[config.mk]
export PLATFORM = sky130hd
export DESIGN_NAME = pipe_stall_ctrl
export DESIGN_NICKNAME = d
export VERILOG_FILES = /design/src/rtl/pipe_stall_ctrl.sv
export SDC_FILE = /design/constraint.sdc
export NUM_CORES = 1
export LEC_CHECK = 0
export BUFFER_PORTS_ARGS = -buffer_cell sky130_fd_sc_hd__buf_2
export CAP_MARGIN = 25
export CORE_MARGIN = 5
export CORE_UTILIZATION = 54
export CTS_CLUSTER_SIZE = 40
export DETAILED_ROUTE_END_ITERATION = 8
export PLACE_DENSITY = 0.81
export SYNTH_ARGS = -nofsm -noshare
export SYNTH_HDL_FRONTEND = slang
export SYNTH_SLANG_ARGS = --single-unit
[constraint.sdc]
create_clock -name clk -period 2.6 [get_ports clk]
set_input_delay 0.65 -clock clk [delete_from_list [all_inputs] [get_ports clk]]
set_output_delay 0.65 -clock clk [all_outputs]
set_load 0.005 [all_outputs]
[src/rtl/pipe_stall_ctrl.sv]
// Pipeline stall/flush sequencer: merges ID load-use bubbles with multi-cycle EX ops.
// Provides per-register stall bits, a flush strobe, and a saturating stall-cycle counter.
module pipe_stall_ctrl #(
   parameter int MAC_LAT = 2,
   parameter int DIV_LAT = 32,
   parameter int CNT_W   = 6
) (
   input  logic        clk,
   input  logic        rst,
   input  logic        id_stallreq,
   input  logic        ex_mc_start,
   input  logic        ex_mc_type,
   input  logic        flush_i,
   output logic [5:0]  stall_o,
   output logic        flush_o,
   output logic        ex_mc_busy,
   output logic        ex_mc_done,
   output logic [31:0] stall_cnt_o
);

   typedef enum logic [1:0] {
      S_IDLE = 2'd0,
      S_RUN  = 2'd1,
      S_DONE = 2'd2
   } state_t;

   localparam logic [CNT_W-1:0] MAC_INIT = CNT_W'(MAC_LAT - 2);
   localparam logic [CNT_W-1:0] DIV_INIT = CNT_W'(DIV_LAT - 2);
   localparam logic [5:0] STALL_EX = 6'b001111;
   localparam logic [5:0] STALL_ID = 6'b000111;

   state_t            state_q, state_d;
   logic [CNT_W-1:0]  cnt_q, cnt_d;
   logic [31:0]       stall_cnt_q, stall_cnt_d;

   always_ff @(posedge clk) begin
      if (!rst) begin
         state_q     <= S_IDLE;
         cnt_q       <= '0;
         stall_cnt_q <= '0;
      end else begin
         state_q     <= state_d;
         cnt_q       <= cnt_d;
         stall_cnt_q <= stall_cnt_d;
      end
   end

   // The start cycle counts as the first stall cycle, so RUN lasts LAT-1 cycles.
   always_comb begin
      state_d = state_q;
      cnt_d   = cnt_q;
      unique case (state_q)
         S_IDLE: begin
            if (ex_mc_start && !flush_i) begin
               state_d = S_RUN;
               cnt_d   = ex_mc_type ? DIV_INIT : MAC_INIT;
            end
         end
         S_RUN: begin
            if (flush_i) begin
               state_d = S_IDLE;
            end else if (cnt_q == '0) begin
               state_d = S_DONE;
            end else begin
               cnt_d = cnt_q - 1'b1;
            end
         end
         // The finished instruction is still leaving EX, so its start level is ignored.
         S_DONE:  state_d = S_IDLE;
         default: state_d = S_IDLE;
      endcase
   end

   always_comb begin
      stall_o    = '0;
      flush_o    = 1'b0;
      ex_mc_busy = 1'b0;
      ex_mc_done = 1'b0;
      if (rst) begin
         ex_mc_busy = (state_q == S_RUN);
         ex_mc_done = (state_q == S_DONE);
         if (flush_i) begin
            flush_o = 1'b1;
         end else if (((state_q == S_IDLE) && ex_mc_start) || (state_q == S_RUN)) begin
            stall_o = STALL_EX;
         end else if (id_stallreq) begin
            stall_o = STALL_ID;
         end
      end
   end

   always_comb begin
      stall_cnt_d = stall_cnt_q;
      if (stall_o[0] && (stall_cnt_q != 32'hFFFF_FFFF)) begin
         stall_cnt_d = stall_cnt_q + 32'd1;
      end
   end

   assign stall_cnt_o = stall_cnt_q;

endmodule

==> flow_summary.yaml <==
outcome:
  status: "completed"
die:
  chipWidth_um: 72.69
  core_area_sq_um: 3744
  num_rows: 22
  die_area_sq_um: 5283
  pin_count: 47
  initial_utilization_pct: 56.68
  die_h_um: 72.69
sta:
  setup_tns_ns: 0
  slew_headroom_pct: 59.70
  max_freq_mhz: 446.7
  fin_crit_sh_pct: 86.10
  finalMaxSlewViolations: 0
  setup_viol: 0
  finalHoldViolCount: 0
  finalClockSkew_ns: 0.006784
  fin_crit_ns: 2.239
  rsz0062_at_grt: "false"
  worst_pin_slew_ns: 0.6045
  hold_ws_ns: 0.4808
pwr:
  p_leak_nw: 0.9653
  vdd_drop_max_v: 0.0003386
  power_density_nw_per_um2: 462.9
  finalPower_mw: 1.144
clock_tree:
  cts-root-buf: "clkbuf_8"
  cts_resized: 0
  clk_path_buf_depth: 2
  tritoncts: "built"
  cts.sinks: 40
  ctsHtreeMaxLevel: 2
  postCtsHoldBufs: 0
  numCtsBuffers: 5
  path_clk_slew_ns: 0.08
  clock_latency_ns: 0.29
  cts_setup_buffers: 0
worst_setup_path:
  crit_arrival_ns: 2.47
  worst-setup-path-type: "flop to flop"
  required_ns: 2.83
  cp_max_fo: 10
  cp-start-kind: "flop"
  endpoint_kind: "flop"
run:
  drv_cap: 0
routing:
  first_pass_iters: 4
  dr.first_iter.drc_count: 112
  num_vias: 2044
  vias_per_cell: 5.807
  drtAntennaViolNets: 0
  totalWireLength_mm: 4.862
  drt-wirelength-per-cell_um: 13.81
  drc: 0
grt:
  grt_usage_pct: 18.83
  gr-total-overflow: 0
  grt_max_degree: 28
  grt_pass1_wl_mm: 8.017
  antenna_found_initial: 0
  grt_pass1_vias: 1807
placed_design:
  port_buffers: 44
  hpwlAfterDp_mm: 3.571
  placed_cells: 344
  gp_congestion: 0.8526
final_layout:
  final_util_pct: 66.01
  drive_gt1_share_pct: 23.03
  syn_to_final_growth_pct: 16.45
  insertedDiodeCount: 0
  nFillCells: 335
  fin_cells: 352
  final_nets: 312
synthesis:
  yosysWarnings: 0
  synth-main-ff-cell: "dfxtp_1"
  avgSynthCellArea_sq_um: 8.225
  syn_inst: 258
  ys_ff_latch: 40
  synth_cell_types: 45
  synth_edf_count: 0
  ys_async_sr_fraction_pct: 0
  netlist_area_sq_um: 2122
  seq_area_frac_synth_pct: 37.74
hold_path:
  hold_path.class: "flop to flop"
registers in the layout, indices dropped and copies added, names as in the netlist:
signal,cells
cnt_q,6
stall_cnt_o,32
state_q,2
where the power goes:
part	switching, mW	internal (mW)	leakage [nW]
Combinational	0.0541	0.0331	0.591
Sequential	0.00869	0.620	0.323
Clock	0.216	0.212	0.0510
Total	0.279	0.865	0.965
cell type report:
type | instances | area, sq um | share of cell area, %
clock inverters | 2 | 10.01 | 0.4051
multi-input cells | 196 | 1207 | 48.86
flip-flops and latches | 40 | 800.8 | 32.41
clock buffers | 6 | 82.58 | 3.342
inverters | 8 | 30.03 | 1.215
repair buffers | 52 | 280.3 | 11.34
well taps | 48 | 60.06 | 2.430
worst paths after layout:
| kind | startpoint | endpoint | slack [ns] | cells after the start |
|---|---|---|---|---|
| min | stall_cnt_o[19] | stall_cnt_o[19] | 0.48 | 2 |
| max reg2reg | stall_cnt_o[0] | stall_cnt_o[28] | 0.36 | 7 |
| max | stall_cnt_o[0] | stall_cnt_o[28] | 0.36 | 7 |
| min reg2reg | stall_cnt_o[19] | stall_cnt_o[19] | 0.48 | 2 |
cells in the mapped netlist (4+ instances only):
| cell | count | share of area, % |
|---|---|---|
| buf_4 | 6 | 2.1 |
| clkbuf_1 | 7 | 1.2 |
| nand2_1 | 24 | 4.2 |
| dfxtp_1 | 40 | 38 |
| xnor2_1 | 4 | 1.7 |
| or4_1 | 5 | 1.8 |
| o21ai_0 | 11 | 2.6 |
| mux2i_1 | 7 | 3.3 |
| and2_1 | 4 | 1.2 |
| inv_1 | 7 | 1.2 |
| o21ai_1 | 4 | 0.94 |
| nand4_1 | 9 | 2.7 |
| and4_1 | 5 | 2.1 |
| o41ai_1 | 5 | 2.1 |
| or3_1 | 9 | 2.7 |
| nor2_1 | 20 | 3.5 |
| o31ai_1 | 7 | 2.5 |
| a21oi_1 | 20 | 4.7 |
| nand3_1 | 11 | 2.6 |
| nor3_1 | 6 | 1.4 |
| nor4_1 | 6 | 1.8 |
| nand2b_1 | 7 | 2.1 |
cells by family after synthesis:
kind of cell             after synthesis  synth area share (%)
multiplexers                           7                 3.302
XOR/XNOR                               4                 1.651
AND/OR/NAND/NOR                      116                 30.78
AO/OA/AOI/OAI                         64                 19.05
other                                  1                0.1767
flip-flops                            40                 37.74
adder cells (fa/ha/maj)                3                 1.769
buffers and inverters                 23                 5.542
critical path, cell delays in order (launching register included):
cell and delay, ns:
dfxtp_1 0.41, ha_1 0.19, nand3_1 0.11, buf_4 0.19, nor4_2 0.28, or4b_4 0.54, or3_1 0.32, a21oi_1 0.14
cell usage in the layout (no fill, tap or decap), types with 2 or more instances in the layout:
master and count:
conb_1 2, dfxtp_1 40, o21ai_2 2, mux2i_1 7, nand3_1 11, nand2b_1 7
nor3_1 6, nand4_1 9, clkbuf_8 6, o211ai_1 3, buf_2 44, o21a_1 3
or3_1 9, ha_1 3, nand4b_1 2, o21ai_0 11, a22oi_1 3, inv_1 7
and2_1 4, o31ai_1 7, clkinv_2 2, and4_1 5, or4_1 5, nor4_1 6
o21ai_1 4, buf_4 8, or4b_2 2, nor2_1 20, nand2_1 24, xnor2_1 4
a21oi_1 20, o41ai_1 5
metal layers:
layer  wire length (um)  GRT usage [%]
met1               2223          23.48
met3                294          3.857
met4                 66          6.967
met5                  0              0
met2               2277          31.86
stage by stage:
stage / cell area (sq um) / setup WS, ns
4_1_cts: 2471 / 0.3390
3_5_place_dp: 2379 / 0.3036
3_3_place_gp: 2379 / 0.3233
2_1_floorplan: 2126 / 0.5408
6_report: 2471 / 0.3614
5_1_grt: 2471 / 0.1716
(Power assumes the default switching activity.)
